<file path="src/rtl/pic8259_pkg.sv">
// Shared constants, acknowledge-FSM state type and priority-rank helper for the 8259-style resolver.
package pic8259_pkg;

    localparam int unsigned NUM_IR  = 8;
    localparam int unsigned LEVEL_W = 3;
    localparam logic [LEVEL_W-1:0] RESET_LP = 3'd7;

    typedef enum logic [1:0] {
        ST_IDLE,
        ST_ACK1,
        ST_ACK2
    } ack_state_t;

    // Distance from the highest-priority level (LP+1); 0 is most urgent.
    function automatic logic [LEVEL_W-1:0] prio_rank(input logic [LEVEL_W-1:0] level,
                                                     input logic [LEVEL_W-1:0] lp);
        return level - lp - LEVEL_W'(1);
    endfunction

endpackage

</file>
<file path="src/rtl/rot_priority_enc.sv">
// Rotating priority encoder: picks the set bit closest after lp, wrapping cyclically.
module rot_priority_enc
    import pic8259_pkg::*;
(
    input  logic [NUM_IR-1:0]  vec,
    input  logic [LEVEL_W-1:0] lp,
    output logic               valid,
    output logic [LEVEL_W-1:0] level
);

    // Scan from lowest to highest priority so the most urgent hit is written last.
    always_comb begin
        valid = 1'b0;
        level = '0;
        for (int i = NUM_IR; i >= 1; i--) begin
            if (vec[LEVEL_W'(int'(lp) + i)]) begin
                valid = 1'b1;
                level = LEVEL_W'(int'(lp) + i);
            end
        end
    end

endmodule

</file>
<file path="src/rtl/isr_priority_resolver.sv">
// 8259-style in-service register, rotating priority resolver and INTA acknowledge sequencer.
// Optional build macro SPECIAL_MASK_MODE_EN adds the SMM input (masked ISR bits ignored).
module isr_priority_resolver
    import pic8259_pkg::*;
(
    input  logic                clk,
    input  logic                rst,
    input  logic [NUM_IR-1:0]   IRR,
    input  logic [NUM_IR-1:0]   Mask,
    input  logic                INTA_n,
    input  logic [4:0]          ICW2_base,
    input  logic                AEOI,
    input  logic                Rotate_AEOI,
    input  logic                EOI_cmd,
    input  logic                SEOI_cmd,
    input  logic                Set_pri_cmd,
    input  logic                Cmd_rotate,
    input  logic [LEVEL_W-1:0]  Cmd_level,
`ifdef SPECIAL_MASK_MODE_EN
    input  logic                SMM,
`endif
    output logic                INT,
    output logic [NUM_IR-1:0]   ISR,
    output logic [7:0]          Vector,
    output logic                Vector_oe,
    output logic [LEVEL_W-1:0]  Int_level,
    output logic [NUM_IR-1:0]   Clear_IRR
);

    ack_state_t          state;
    logic [LEVEL_W-1:0]  lp;
    logic [LEVEL_W-1:0]  lp_next;
    logic                inta_prev;
    logic                spurious;
    logic                smm;
    logic [NUM_IR-1:0]   cand;
    logic [NUM_IR-1:0]   isr_eff;
    logic                cand_valid;
    logic [LEVEL_W-1:0]  cand_level;
    logic                isr_valid;
    logic [LEVEL_W-1:0]  isr_level;
    logic                int_req;
    logic                inta_edge;
    logic [NUM_IR-1:0]   isr_set;
    logic [NUM_IR-1:0]   isr_clr;

`ifdef SPECIAL_MASK_MODE_EN
    assign smm = SMM;
`else
    assign smm = 1'b0;
`endif

    assign cand      = IRR & ~Mask;
    assign isr_eff   = ISR & ~(Mask & {NUM_IR{smm}});
    assign inta_edge = inta_prev & ~INTA_n;

    rot_priority_enc u_cand_enc (
        .vec   (cand),
        .lp    (lp),
        .valid (cand_valid),
        .level (cand_level)
    );

    rot_priority_enc u_isr_enc (
        .vec   (isr_eff),
        .lp    (lp),
        .valid (isr_valid),
        .level (isr_level)
    );

    assign int_req = cand_valid &&
                     (!isr_valid || (prio_rank(cand_level, lp) < prio_rank(isr_level, lp)));

    // ISR clear/set masks and LP update; clears apply before the acknowledge set.
    always_comb begin
        isr_set = '0;
        isr_clr = '0;
        lp_next = lp;
        if (state == ST_IDLE && inta_edge && cand_valid) begin
            isr_set[cand_level] = 1'b1;
        end
        if (state == ST_ACK2 && INTA_n && AEOI && !spurious) begin
            isr_clr[Int_level] = 1'b1;
            if (Rotate_AEOI) begin
                lp_next = Int_level;
            end
        end
        if (EOI_cmd && isr_valid) begin
            isr_clr[isr_level] = 1'b1;
            if (Cmd_rotate) begin
                lp_next = isr_level;
            end
        end
        if (SEOI_cmd) begin
            isr_clr[Cmd_level] = 1'b1;
            if (Cmd_rotate) begin
                lp_next = Cmd_level;
            end
        end
        if (Set_pri_cmd) begin
            lp_next = Cmd_level;
        end
    end

    always_ff @(posedge clk) begin
        if (rst) begin
            state     <= ST_IDLE;
            ISR       <= '0;
            lp        <= RESET_LP;
            INT       <= 1'b0;
            Vector_oe <= 1'b0;
            Vector    <= '0;
            Int_level <= '0;
            Clear_IRR <= '0;
            inta_prev <= 1'b1;
            spurious  <= 1'b0;
        end else begin
            Clear_IRR <= '0;
            INT       <= 1'b0;
            inta_prev <= INTA_n;
            ISR       <= (ISR & ~isr_clr) | isr_set;
            lp        <= lp_next;
            case (state)
                ST_IDLE: begin
                    if (inta_edge) begin
                        state <= ST_ACK1;
                        if (cand_valid) begin
                            Int_level <= cand_level;
                            Clear_IRR <= NUM_IR'(1) << cand_level;
                            spurious  <= 1'b0;
                        end else begin
                            Int_level <= LEVEL_W'(7);
                            spurious  <= 1'b1;
                        end
                    end else begin
                        INT <= int_req;
                    end
                end
                ST_ACK1: begin
                    if (inta_edge) begin
                        state     <= ST_ACK2;
                        Vector_oe <= 1'b1;
                        Vector    <= {ICW2_base, Int_level};
                    end
                end
                ST_ACK2: begin
                    if (INTA_n) begin
                        Vector_oe <= 1'b0;
                        state     <= ST_IDLE;
                    end
                end
                default: state <= ST_IDLE;
            endcase
        end
    end

endmodule
</file>
<file path="config.mk">
export PLATFORM = sky130hd
export DESIGN_NAME = isr_priority_resolver
export DESIGN_NICKNAME = d
export VERILOG_FILES = /design/src/rtl/pic8259_pkg.sv /design/src/rtl/rot_priority_enc.sv /design/src/rtl/isr_priority_resolver.sv
export SDC_FILE = /design/constraint.sdc
export NUM_CORES = 1
export LEC_CHECK = 0
export ABC_AREA = 1
export BUFFER_PORTS_ARGS = -buffer_cell sky130_fd_sc_hd__buf_2
export CAP_MARGIN = 5
export CORE_ASPECT_RATIO = 0.6
export CORE_MARGIN = 2
export CORE_UTILIZATION = 51
export DETAILED_ROUTE_END_ITERATION = 7
export PLACE_DENSITY = 0.89
export SYNTH_ARGS = -nofsm -noshare
export SYNTH_HDL_FRONTEND = slang
export SYNTH_SLANG_ARGS = --single-unit
</file>
<file path="constraint.sdc">
create_clock -name clk -period 3.2 [get_ports clk]
set_input_delay 0.16 -clock clk [delete_from_list [all_inputs] [get_ports clk]]
set_output_delay 0.16 -clock clk [all_outputs]
set_load 0.02 [all_outputs]
</file>
# Word level (Yosys, flattened, before mapping)
# Cells that the tools add are included.
dict set report totals {
  reg_bits 36
  in_bits 33
  out_inout_bits 29
  elab_cells 187
}
dict set report classes {
  addsub 12
  magnitude_cmp 17
  n_eq_ne 5
  shift 1
  mux 108
  bitwise_logic 12
  reduce_logical 22
}
# operator count
set ops {}
lappend ops {{3-bit 2-to-1 mux} 24}
lappend ops {{1-bit 2-to-1 mux} 55}
lappend ops {{1-bit binary-select mux with 3-bit select} 16}
lappend ops {{3-bit by 5-bit < comparator with 1-bit output (second input constant)} 8}
lappend ops {{8-bit 2-to-1 mux} 4}
lappend ops {{8-bit bitwise OR} 3}
lappend ops {{8-bit bitwise AND} 2}
lappend ops {{3-bit by 4-bit < comparator with 1-bit output (second input constant)} 4}
lappend ops {{8-bit NOT} 2}
lappend ops {{3-bit adder (second input constant)} 4}
lappend ops {{1-bit demux with 3-bit select} 4}
lappend ops {{3-bit by 1-bit greater-or-equal comparator with 1-bit output (second input constant)} 4}
lappend ops {{1-bit logical AND} 11}
lappend ops {{1-bit by 3-bit left shift with 8-bit output (first input constant)} 1}
lappend ops {{3-bit by 1-bit adder with 3-bit output (second input constant)} 2}
lappend ops {{3-bit by 2-bit adder with 3-bit output (second input constant)} 2}
lappend ops {{2-bit 2-to-1 mux} 3}
lappend ops {{2-bit != test (second input constant)} 3}
lappend ops {{2-bit one-hot mux with 3 select lines} 1}
lappend ops {{3-bit AND reduction} 2}
lappend ops {{3-bit by 1-bit subtractor with 3-bit output (second input constant)} 2}
lappend ops {{3-bit subtractor} 2}
lappend ops {{1-bit NOT} 4}
lappend ops {{2-bit AND reduction} 2}
lappend ops {{other kinds (11)} 12}

# Longest topological paths before layout
dict set report depth {
  word_depth 23
  mapped_depth 25
  mapped_depth_nobuf 22
}

# Cells and area by module
# From an unflattened synthesis, not the netlist that was laid out.
dict set report unflattened {
  hier_cells 510
  hier_area_um2 3191.8
}
# module instances cells_each area_each_um2 seq_area_each_um2
set modules_own_cells {}
lappend modules_own_cells {isr_priority_resolver 1 264 1858.0 720.7}
lappend modules_own_cells {rot_priority_enc 2 123 666.9 0.0}

# Worst setup path before layout
# No wires, ideal clock.
dict set report synth_timing {
  path_type {flip-flop to flip-flop}
  startpoint {reg lp[1]}
  endpoint {reg INT}
  setup_ns 0.115
  arrival_ns 3.475
  required_ns 3.085
  slack_ns -0.390
  path_stages_with_launch 25
  n_path_buf 2
  period_less_slack_ns 3.590
  path_cell_list {dfxtp_1 inv_2 buf_6 ha_1 inv_1 buf_2 nand3_1 nand3_1 nand2_1 inv_1 nand2_1 nand2_1 nand2_1 nand2_1 nand2_1 nand2_2 nand2_4 ha_1 fa_1 xor2_1 xor2_1 ha_1 o211ai_1 a21oi_1 nor2_1}
}
dict set report synth_via {
  elab_chain_len 17
  word_cells_on_any_way 96
  cone_classes {add/sub: 12; order compare: 1; mux: 80; reduce/logical: 3}
}
# element line_no
set synth_rtl {}
lappend synth_rtl {{start: declaration} isr_priority_resolver.sv:31} ;# logic [LEVEL_W-1:0] lp;
lappend synth_rtl {{start signal: assignment} isr_priority_resolver.sv:122} ;# lp <= lp_next;
lappend synth_rtl {{3-bit by 1-bit adder with 3-bit output} {rot_priority_enc.sv:16, rot_priority_enc.sv:18}}
lappend synth_rtl {{1-bit binary-select mux with 3-bit select} rot_priority_enc.sv:16} ;# if (vec[LEVEL_W'(int'(lp) + i)]) begin
lappend synth_rtl {{1-bit 2-to-1 mux (not written as such) (2 in a row)} rot_priority_enc.sv:16}
lappend synth_rtl {{3-bit 2-to-1 mux (8 in a row)} rot_priority_enc.sv:16}
lappend synth_rtl {{3-bit subtractor} pic8259_pkg.sv:17} ;# return level - lp - LEVEL_W'(1);
lappend synth_rtl {{3-bit by 1-bit subtractor with 3-bit output} pic8259_pkg.sv:17}
lappend synth_rtl {{3-bit < comparator} isr_priority_resolver.sv:72} ;# (!isr_valid || (prio_rank(cand_level, lp) < prio_rank(isr_level, lp)));
lappend synth_rtl {{1-bit logical OR} isr_priority_resolver.sv:72}
lappend synth_rtl {{1-bit logical AND *} isr_priority_resolver.sv:71} ;# assign int_req = cand_valid &&
lappend synth_rtl {{end signal: assignment} isr_priority_resolver.sv:136} ;# INT <= int_req;
lappend synth_rtl {{end: declaration} isr_priority_resolver.sv:22} ;# output logic INT,
# Mark *: on every way between the ends. The rest lies on a longest branch, timed or not. The select of a mux whose other input is x is not followed.
# A chain may end at the register's enable or synchronous reset.

# Final worst setup path
dict set report layout_timing {
  startpoint {reg lp[0]}
  endpoint {reg INT}
}
# The elaborated chain is that of the path after synthesis.

==> out/results.ini <==
[die]
design.core.area_um2=6060
die-area_um2=6900
dieHeight_um=65.2
fp-row-count=22
chipWidth_um=106
io_pins=62
floorplan.initialDensity=0.525

[timing]
worst_pin_slew_ns=0.637
fmax_mhz=310
max_slew_margin=0.575
timing.hold.ws_ns=0.116
slew_violations=0
finalCritPeriodShare=1.01
rsz0062_at_grt=true
setup_ws_post_layout_ns=-0.0239
timing_hold_violations_final=0
skew_ns=0.00512
final-setup-viol-count=1
post-route-min-period_ns=3.22

[final_layout]
area.sequential_um2=728
multi_input_area_um2=2210
final_layout_net_count=617
area_delta_synth_final_pct=24.2
fraction_of_final_layout_cells_with_drive_strength_greater_than_1=0.322
finalCoreUtilization=0.652
fillCellCount=564
num_antenna_cells=0

[hold_path]
path_class_of_the_lowest_slack_min_delay_path=in2reg
worst_hold_startpoint=ICW2_base[3]

[worst_setup_path]
r2r-start=lp[0]
worstSetupEndpoint=INT
critical_path_required_ns=3.39
worst-r2r-cell-count=22
critPathCaptureType=register
path_max_fanout=6
crit_arrival_ns=3.41
worstSetupStartpointType=register
r2r_end=INT
cp-startpoint=lp[0]
worst-r2r-setup-slack_ns=-0.02
critical_path_class=reg2reg

[clocking]
clk_latency_ns=0.29
ctsHoldBuffers=0
tritoncts_clock_tree=done
clk_pin_slew_worst_paths_ns=0.08
cts_root_buf=sky130_fd_sc_hd__clkbuf_8
cts_num_sinks=36
tritoncts.num_buffers=5
cts_max_level=2
cts.path.max_buffers=2

[status]
failing_checks=negative setup slack
outcome=complete, but fails checks

[synthesis]
post_synth_num_cell_types=41
synth-seq-area-share=0.227
synthesis.yosys.warnings=0
synth_edf_count=0
syn_area_um2=3180
synth.avg_cell_area_um2=6.38
synth.ff_latch_count=36
synthesis.instances=498
yosys-top-cells-area=sky130_fd_sc_hd__dfxtp_1 (23%), sky130_fd_sc_hd__nand2_1 (15%), sky130_fd_sc_hd__nand3_1 (11%)
number_of_nets_produced_by_synthesis=539
synthFlopType=sky130_fd_sc_hd__dfxtp_1
synth_largest_type_area_fraction=0.227
largest_area_contributor_in_the_netlist=sky130_fd_sc_hd__dfxtp_1
asyncSetResetFlopFracSynth=0
netlist_top_cells_count=sky130_fd_sc_hd__nand2_1 (127), sky130_fd_sc_hd__nand3_1 (73), sky130_fd_sc_hd__inv_1 (55)
post-synth-top-count-cell=sky130_fd_sc_hd__nand2_1

[drt]
route.detailed.drc=0
route.antenna.remaining_nets=0
post_drt_via_cell_ratio=5.60
iteration_0_drc_count_of_the_detailed_router=446
number_of_detailed_routing_iterations_run_before_antenna_repair=6
post_drt_wl_per_cell_um=15.2
totalWireLength_um=10100
via_count=3700

[global_routing]
overflow=0
pin_count_of_the_biggest_net_entering_global_routing=22
grt_pass1_wl_um=16800
grt_pass1_vias=3445
grt_antenna_before_repair=0
grt_use_total=0.307

[run]
cap_violations=0

[pwr]
vdd_drop_max_mv=0.489
power.static_leakage_nw=2.04
power.density_cell_area_nw_per_um2=604

[placed_design]
post-dp-hpwl_um=8060
finalWeightedCongestion=0.989
placement.io_buffers=61

-- placed cells by master, fill, tap and decap left out, types with 2 or more instances in the layout --
| cell type | netlist | routed |
|---|---|---|
| sky130_fd_sc_hd__nand3_1 | 73 | 61 |
| sky130_fd_sc_hd__a21oi_2 | 2 | 2 |
| sky130_fd_sc_hd__buf_4 | 1 | 20 |
| sky130_fd_sc_hd__fa_2 | 0 | 2 |
| sky130_fd_sc_hd__xnor2_4 | 2 | 2 |
| sky130_fd_sc_hd__nand2_4 | 4 | 4 |
| sky130_fd_sc_hd__nor2_4 | 2 | 2 |
| sky130_fd_sc_hd__dfxtp_1 | 36 | 34 |
| sky130_fd_sc_hd__a31oi_1 | 4 | 4 |
| sky130_fd_sc_hd__a21oi_1 | 26 | 26 |
| sky130_fd_sc_hd__a41oi_1 | 5 | 5 |
| sky130_fd_sc_hd__nor2_2 | 3 | 3 |
| sky130_fd_sc_hd__o211ai_1 | 5 | 5 |
| sky130_fd_sc_hd__nand4_1 | 7 | 7 |
| sky130_fd_sc_hd__nand3_2 | 18 | 29 |
| sky130_fd_sc_hd__nand2_1 | 127 | 123 |
| sky130_fd_sc_hd__o21ai_1 | 4 | 4 |
| sky130_fd_sc_hd__ha_1 | 6 | 2 |
| sky130_fd_sc_hd__ha_2 | 0 | 3 |
| sky130_fd_sc_hd__buf_2 | 3 | 61 |
| sky130_fd_sc_hd__nand3_4 | 1 | 2 |
| sky130_fd_sc_hd__xor2_1 | 4 | 3 |
| sky130_fd_sc_hd__inv_1 | 55 | 52 |
| sky130_fd_sc_hd__o21ai_0 | 18 | 18 |
| sky130_fd_sc_hd__inv_2 | 14 | 16 |
| sky130_fd_sc_hd__nand2_2 | 12 | 16 |
| sky130_fd_sc_hd__clkbuf_8 | 0 | 5 |
| sky130_fd_sc_hd__nor2_1 | 40 | 40 |
| sky130_fd_sc_hd__dfxtp_4 | 0 | 2 |
| sky130_fd_sc_hd__buf_6 | 6 | 4 |
-- report_power, final --
part	leakage, nW	internal, mW	switching, mW
Clock	0.0541	0.231	0.175
Sequential	0.294	0.488	0.0381
Combinational	1.70	0.522	0.931
Total	2.04	1.24	1.14
-- flip-flops by register name (all words and copies together), names as in the netlist --
signal,cells
Clear_IRR,8
ISR,8
Vector,8
Int_level,3
lp,3
state,2
INT,1
Vector_oe,1
inta_prev,1
spurious,1
-- cells by family (layout without fill, tap and decap cells) --
family | count (synthesis) | after routing | share of synthesized area
AND/OR/NAND/NOR | 290 | 290 | 0.445
buffers and inverters | 85 | 164 | 0.118
AO/OA/AOI/OAI | 71 | 71 | 0.139
flip-flops | 36 | 36 | 0.227
adder cells (fa/ha/maj) | 8 | 8 | 0.0362
XOR/XNOR | 8 | 8 | 0.0362
-- critical path, stage by stage, from the launching register on --
cell and delay [ns]:
sky130_fd_sc_hd__dfxtp_4 0.38, sky130_fd_sc_hd__inv_4 0.05, sky130_fd_sc_hd__ha_4 0.33, sky130_fd_sc_hd__buf_4 0.13
sky130_fd_sc_hd__nand3_1 0.12, sky130_fd_sc_hd__nand3_1 0.11, sky130_fd_sc_hd__nand2_2 0.08, sky130_fd_sc_hd__inv_2 0.07
sky130_fd_sc_hd__nand2_1 0.05, sky130_fd_sc_hd__nand2_1 0.05, sky130_fd_sc_hd__nand2_1 0.05, sky130_fd_sc_hd__nand2_1 0.05
sky130_fd_sc_hd__nand2_1 0.05, sky130_fd_sc_hd__nand2_2 0.07, sky130_fd_sc_hd__nand2_4 0.06, sky130_fd_sc_hd__ha_2 0.18
sky130_fd_sc_hd__fa_2 0.35, sky130_fd_sc_hd__xor2_2 0.16, sky130_fd_sc_hd__xor2_1 0.18, sky130_fd_sc_hd__ha_1 0.31
sky130_fd_sc_hd__o211ai_1 0.08, sky130_fd_sc_hd__a21oi_1 0.13, sky130_fd_sc_hd__nor2_1 0.06
-- timing repair --
| action | CTS | global route |
|---|---|---|
| endpoints found under the setup margin | 1 | 1 |
| resized for setup | 10 | 6 |
| pin swaps | 3 | 7 |
| buffers inserted | 4 | 3 |
-- cell type report --
cell class,instances,share of cell area
clock inverters,3,0.0108
inverters,70,0.0684
well taps,84,0.0266
multi-input cells,377,0.561
repair buffers,86,0.132
flip-flops and latches,36,0.184
clock buffers,5,0.0174
-- layer usage --
layer	track usage	vias up	wire length (um)
li1	-	1794	-
met5	0	-	0
met2	0.461	206	4120
met3	0.0605	5	1250
met4	0.0395	0	13
met1	0.464	1695	4670
-- through the flow --
stage,cells,total power [mW],setup slack [ns],TNS (ns),instance area (um2)
after detailed placement,646,1.91,-0.0866,-0.0866,3720
final,661,2.39,-0.0239,-0.0239,3950
after CTS,658,2.35,0.00125,0,3890
after floorplan,498,1.55,0.00219,0,3290
after global routing,661,2.57,-0.203,-0.203,3950
after global placement,646,1.88,0.0124,0,3720
-- worst min-delay path by stage --
stage | depth (start not counted) | end
5_1_grt | 3 | Vector[6]
3_3_place_gp | 3 | inta_prev
3_5_place_dp | 3 | inta_prev
4_1_cts | 3 | inta_prev
6_report | 3 | Vector[6]
2_1_floorplan | 2 | lp[1]
Power figures use the tool's default switching activity.
